<file path="config.mk">
export PLATFORM = sky130hd
export DESIGN_NAME = std_store_buffer
export DESIGN_NICKNAME = d
export VERILOG_FILES = /design/src/rtl/std_cache_pkg.sv /design/src/rtl/std_sb_match.sv /design/src/rtl/std_store_buffer.sv
export SDC_FILE = /design/constraint.sdc
export NUM_CORES = 2
export LEC_CHECK = 0
export ABC_CLOCK_PERIOD_IN_PS = 6750
export BUFFER_PORTS_ARGS = -buffer_cell sky130_fd_sc_hd__buf_4
export CORE_AREA = 2 2 295 297
export CTS_CLUSTER_SIZE = 10
export DETAILED_ROUTE_END_ITERATION = 10
export DIE_AREA = 0 0 297 299
export GPL_ROUTABILITY_DRIVEN = 0
export PLACE_DENSITY = 0.76
export REMOVE_ABC_BUFFERS = 1
export SKIP_LAST_GASP = 1
export SLEW_MARGIN = 0
export SYNTH_ARGS = -nofsm -noshare
export SYNTH_HDL_FRONTEND = slang
export SYNTH_SLANG_ARGS = --single-unit
</file>
<file path="constraint.sdc">
create_clock -name clk_i -period 6.75 [get_ports clk_i]
set_input_delay 0.675 -clock clk_i [delete_from_list [all_inputs] [get_ports clk_i]]
set_output_delay 0.675 -clock clk_i [all_outputs]
set_load 0.01 [all_outputs]
</file>
<file path="src/rtl/std_cache_pkg.sv">
// Shared cache-side types: store-buffer entry layout, defaults and the byte-lane merge helper.
package std_cache_pkg;

  localparam int STD_SB_DEPTH  = 8;
  localparam int STD_SB_ADDR_W = 56;

  typedef struct packed {
    logic                     valid;
    logic [STD_SB_ADDR_W-4:0] addr;
    logic [63:0]              data;
    logic [7:0]               be;
  } sb_entry_t;

  // Overlay the enabled byte lanes of a younger store onto an existing entry.
  function automatic sb_entry_t sb_merge(input sb_entry_t e, input logic [63:0] d,
                                         input logic [7:0] be);
    sb_entry_t r;
    r = e;
    for (int b = 0; b < 8; b++) begin
      if (be[b]) begin
        r.data[b*8 +: 8] = d[b*8 +: 8];
        r.be[b]          = 1'b1;
      end
    end
    return r;
  endfunction

endpackage

</file>
<file path="src/rtl/std_sb_match.sv">
// DEPTH-way page-offset comparator: flags any valid entry whose addr[11:3] equals the load's.
module std_sb_match #(
  parameter int DEPTH = 8
) (
  input  logic [DEPTH-1:0]      valid_i,
  input  logic [DEPTH-1:0][8:0] off_i,
  input  logic [8:0]            ld_off_i,
  output logic                  conflict_o
);

  always_comb begin
    conflict_o = 1'b0;
    for (int i = 0; i < DEPTH; i++) begin
      if (valid_i[i] && (off_i[i] == ld_off_i)) conflict_o = 1'b1;
    end
  end

endmodule

</file>
<file path="src/rtl/std_store_buffer.sv">
// In-order committed-store buffer draining oldest-first to the L1 store port.
// Optional youngest-entry coalescing is built only when STD_SB_COALESCE_EN is defined.
module std_store_buffer
  import std_cache_pkg::*;
#(
  parameter int DEPTH      = STD_SB_DEPTH,
  parameter int ADDR_WIDTH = STD_SB_ADDR_W
) (
  input  logic                  clk_i,
  input  logic                  rst_i,
  input  logic                  flush_i,
  output logic                  flush_ack_o,
  input  logic                  st_valid_i,
  output logic                  st_ready_o,
  input  logic [ADDR_WIDTH-1:0] st_addr_i,
  input  logic [63:0]           st_data_i,
  input  logic [7:0]            st_be_i,
  output logic                  dc_req_o,
  input  logic                  dc_gnt_i,
  output logic [ADDR_WIDTH-1:0] dc_addr_o,
  output logic [63:0]           dc_wdata_o,
  output logic [7:0]            dc_be_o,
  input  logic [8:0]            ld_off_i,
  output logic                  ld_conflict_o,
  output logic                  empty_o
);

  localparam int PW = $clog2(DEPTH);
  localparam int CW = PW + 1;
  localparam int AW = ADDR_WIDTH - 3;

  sb_entry_t       ent_q [DEPTH];
  sb_entry_t       ent_d [DEPTH];
  sb_entry_t       new_ent;
  logic [PW-1:0]   head_q, head_d, tail_q, tail_d;
  logic [CW-1:0]   count_q, count_d;
  logic            flush_ack_q, flush_ack_d, flush_done_q;
  logic            push, pop, merge_en;
  logic [DEPTH-1:0]      vld_vec;
  logic [DEPTH-1:0][8:0] off_vec;
  logic            unused_addr_lo;

  assign unused_addr_lo = ^st_addr_i[2:0];

  assign empty_o     = (count_q == '0);
  assign st_ready_o  = (count_q != CW'(DEPTH));
  assign dc_req_o    = !empty_o;
  assign flush_ack_o = flush_ack_q;

  assign push = st_valid_i && st_ready_o && (st_be_i != 8'h00);
  assign pop  = dc_req_o && dc_gnt_i;

`ifdef STD_SB_COALESCE_EN
  logic [PW-1:0] tail_m1;
  assign tail_m1 = tail_q - PW'(1);
  // With two or more entries the youngest is never the head on the port, so it is safe to modify.
  assign merge_en = (count_q >= CW'(2)) &&
                    (ent_q[tail_m1].addr[AW-1:0] == st_addr_i[ADDR_WIDTH-1:3]);
`else
  assign merge_en = 1'b0;
`endif

  always_comb begin
    new_ent              = '0;
    new_ent.valid        = 1'b1;
    new_ent.addr[AW-1:0] = st_addr_i[ADDR_WIDTH-1:3];
    new_ent.data         = st_data_i;
    new_ent.be           = st_be_i;
  end

  always_comb begin
    ent_d       = ent_q;
    head_d      = head_q;
    tail_d      = tail_q;
    count_d     = count_q;
    if (pop) begin
      ent_d[head_q].valid = 1'b0;
      head_d  = head_q + PW'(1);
      count_d = count_d - CW'(1);
    end
    if (push && !merge_en) begin
      ent_d[tail_q] = new_ent;
      tail_d  = tail_q + PW'(1);
      count_d = count_d + CW'(1);
    end
`ifdef STD_SB_COALESCE_EN
    if (push && merge_en) ent_d[tail_m1] = sb_merge(ent_q[tail_m1], st_data_i, st_be_i);
`endif
    // Ack fires once, on the cycle the buffer becomes (or is seen) empty under a flush.
    flush_ack_d = flush_i && (count_d == '0) && !flush_done_q;
  end

  always_ff @(posedge clk_i) begin
    if (rst_i) begin
      head_q       <= '0;
      tail_q       <= '0;
      count_q      <= '0;
      flush_ack_q  <= 1'b0;
      flush_done_q <= 1'b0;
      for (int i = 0; i < DEPTH; i++) ent_q[i].valid <= 1'b0;
    end else begin
      ent_q        <= ent_d;
      head_q       <= head_d;
      tail_q       <= tail_d;
      count_q      <= count_d;
      flush_ack_q  <= flush_ack_d;
      flush_done_q <= flush_i && (flush_done_q || flush_ack_d);
    end
  end

  assign dc_addr_o  = empty_o ? '0 : {ent_q[head_q].addr[AW-1:0], 3'b000};
  assign dc_wdata_o = empty_o ? '0 : ent_q[head_q].data;
  assign dc_be_o    = empty_o ? '0 : ent_q[head_q].be;

  always_comb begin
    for (int i = 0; i < DEPTH; i++) begin
      vld_vec[i] = ent_q[i].valid;
      off_vec[i] = ent_q[i].addr[8:0];
    end
  end

  std_sb_match #(.DEPTH(DEPTH)) u_match (
    .valid_i    (vld_vec),
    .off_i      (off_vec),
    .ld_off_i   (ld_off_i),
    .conflict_o (ld_conflict_o)
  );

endmodule
</file>
==> flow_summary.toml <==
[worst_setup_path]
crit_path_top_delay_cell = "buf_4"
cp_max_fo = 129
crit_chain = "inv_1, ha_1, nand3b_1, o211ai_4, nor2_4, buf_4, buf_4, and3_1"
cpLargestDelayFamily = "buffers and inverters"
regToRegSetupSlack_ns = 2.29
reg2reg_depth = 8
arrival_ns = 4.99
r2r-end = "ent_q[344]"
path_common_cell = "buf_4"
worst-setup-path-type = "flip-flop to flip-flop"
path_buf_inv = 3
endpoint_kind = "flip-flop"
worst_setup_path_start_kind = "flip-flop"
worstPathRequired_ns = 7.28
r2r_start = "count_q[0]"
critical_path.max_stage_delay_ns = 1.03

[grt]
gr-total-overflow = 0
grt_max_degree = 252
grt_pass1_vias = 28766
antenna_found_initial = 14
grt_use_total = 0.2661
grt_pass1_wl_um = 178000

[timing]
period_share = 0.6603
max_clock_freq_mhz = 224.4
slew_violations = 0
setup_violations = 0
rsz0062_at_grt = "false"
finalHoldViolations = 0
setup_tns_ns = 0
worst_pin_slew_ns = 1.286
clock-skew-final_ns = 0.01648
period_minus_slack_ns = 4.457
slew-limit-headroom = 0.1424

[cells_and_area]
design_area_mm2 = 0.05263
nets = 3305
utilization = 0.6124
area_growth_pct = 12.64
drive_gt1_frac = 0.2234
final_cells = 4345

[routing]
wl_per_cell_um = 27.09
wl_um = 117700
vias = 27464
viasPerCell = 6.321
route.detailed.drc = 0
dr.pass1.iters = 5
drt_iter0_markers = 2857
ant_nets = 0

[power_and_ir_drop]
switching_share = 0.2873
p_leak_uw = 0.02135
p_comb_frac = 0.254
power_density_mw_per_mm2 = 321.2
p_switching_uw = 4858
p_int_uw = 12050
p_clk_frac = 0.314
p_total_uw = 16910
pwr-share-seq = 0.432
peakVddDrop_v = 0.0002497

[clock_network]
cts_made_buffers = 114
insertion_delay_ns = 0.68
cts_tree = "yes"
postCtsHoldBufs = 0
cts_htree_levels = 3
post_cts_buffers = 0
cts-root-buf = "clkbuf_16"
clk_pin_slew_worst_paths_ns = 0.05
cts.sinks = 1020
post_cts_resize_count = 0
clk_path_buf_depth = 3

[yosys]
synthTopCellsByCount = "edfxtp_1, and3_1, and2_1"
synth_cell_types = 41
syn-cell-area_mm2 = 0.04673
ys_seq_elements = 1020
syn_area_per_cell_um2 = 15.45
synthArstFlopShare = 0
ys.flop_type = "edfxtp_1"
syn-instance-count = 3024
synth_most_common_cell = "edfxtp_1"
synth.largest_area_cell = "edfxtp_1"
synth_edf_count = 1000
synth_area_leaders = "edfxtp_1, mux4_2, and3_1"
synth_top_cell_area_share = 0.6427
ys_seq_area_frac = 0.6512
yosys_warnings = 0

[placement]
io_buffers = 268
post_dp_cell_area_mm2 = 0.04959
place_inst = 4199
place_hpwl_um = 59450

[die]
initial_core_util = 0.5437
fp.coreArea_mm2 = 0.08594
die_y_um = 299
placementRows = 108
die_x_um = 297
io_pins = 275
dieArea_mm2 = 0.08880

[worst_hold_path]
holdPathEnd = "flush_done_q"
min_path_type = "input pin to flip-flop"
hp-start = "flush_i"
min_path_cells = 3

[run_status]
status = "finished clean"

[flow_run]
cap_violations = 0
## final cells by class
cell class | count | area, um2
inverters | 7 | 28.78
repair buffers | 316 | 2560
fillers | 6318 | 33310
flip-flops and latches | 1020 | 30440
clock buffers | 131 | 2979
multi-input cells | 1701 | 15110
clock inverters | 8 | 51.30
diodes | 7 | 17.52
well taps | 1155 | 1445
## stage by stage
step | hold WS [ns] | setup slack [ns]
after detailed placement | 0.4165 | 2.267
final | 0.2880 | 2.293
after CTS | 0.2560 | 2.282
after global routing | 0.3035 | 2.026
after global placement | 0.4121 | 2.440
after floorplan | 0.3995 | -5.365
## layout by cell type (no fill, tap or decap), drive strengths merged, types with 7 or more instances in the layout
master	Yosys	routed
xor2	67	67
nor2	145	145
mux4	250	250
and3	752	752
clkbuf	227	131
diode	0	7
nand2	12	12
xnor2	10	10
inv	7	8
edfxtp	1000	1000
buf	71	316
and2	251	251
nand4	10	10
dfxtp	20	20
nor4	17	17
nor2b	9	9
a21oi	11	11
mux2i	127	127
## state kept, by name, summed over array words and instances, names as in the netlist
signal,cells
head_q,3
tail_q,3
flush_done_q,1
ent_q,1008
flush_ack_o,1
count_q,4
## power by group through the flow
stage / Sequential [uW] / Clock, uW / Combinational (uW)
3_5_place_dp: 7440 / 0 / 4310
6_report: 7310 / 5310 / 4290
3_3_place_gp: 7430 / 0 / 4220
2_1_floorplan: 7640 / 0 / 2770
4_1_cts: 7320 / 5390 / 4330
5_1_grt: 7330 / 5630 / 4590
## cell families after synthesis
family / count (synthesis) / synth area share
simple gates: 1217 / 0.1547
flops: 1020 / 0.6512
mux: 377 / 0.1477
buf+inv: 305 / 0.02771
xor+xnor: 77 / 0.01443
compound gates: 24 / 0.003320
fa+ha+maj: 3 / 0.0008034
other cells: 1 / 0.00008025
## worst min-delay path: cells and delay by family
family                 cells  cell delay (ns)
buffers and inverters      1             0.11
and+or+nand+nor            1             0.08
AOI/OAI and AO/OA          1             0.04
## metal layers
layer / vias to the layer above / GRT usage / share of wire
met4: 16 / 0.08165 / 0.022
met3: 183 / 0.04995 / 0.086
met2: 1303 / 0.4459 / 0.50
li1: 11883 / - / -
met1: 14079 / 0.3568 / 0.39
met5: - / 0 / 0.00087
## how the worst max path moves through the flow
| stage | depth (start not counted) | start | endpoint | slack [ns] |
|---|---|---|---|---|
| floorplan | 3 | head_q[0] | dc_addr_o[10] | -5.36 |
| global placement | 7 | st_be_i[1] | ent_q[470] | 2.44 |
| detailed placement | 7 | st_be_i[7] | ent_q[344] | 2.27 |
| CTS | 5 | head_q[0] | dc_wdata_o[9] | 2.28 |
| global route | 5 | head_q[0] | dc_wdata_o[9] | 2.03 |
| finish | 8 | count_q[0] | ent_q[344] | 2.29 |
No activity file was read; power rests on OpenSTA's default activity.
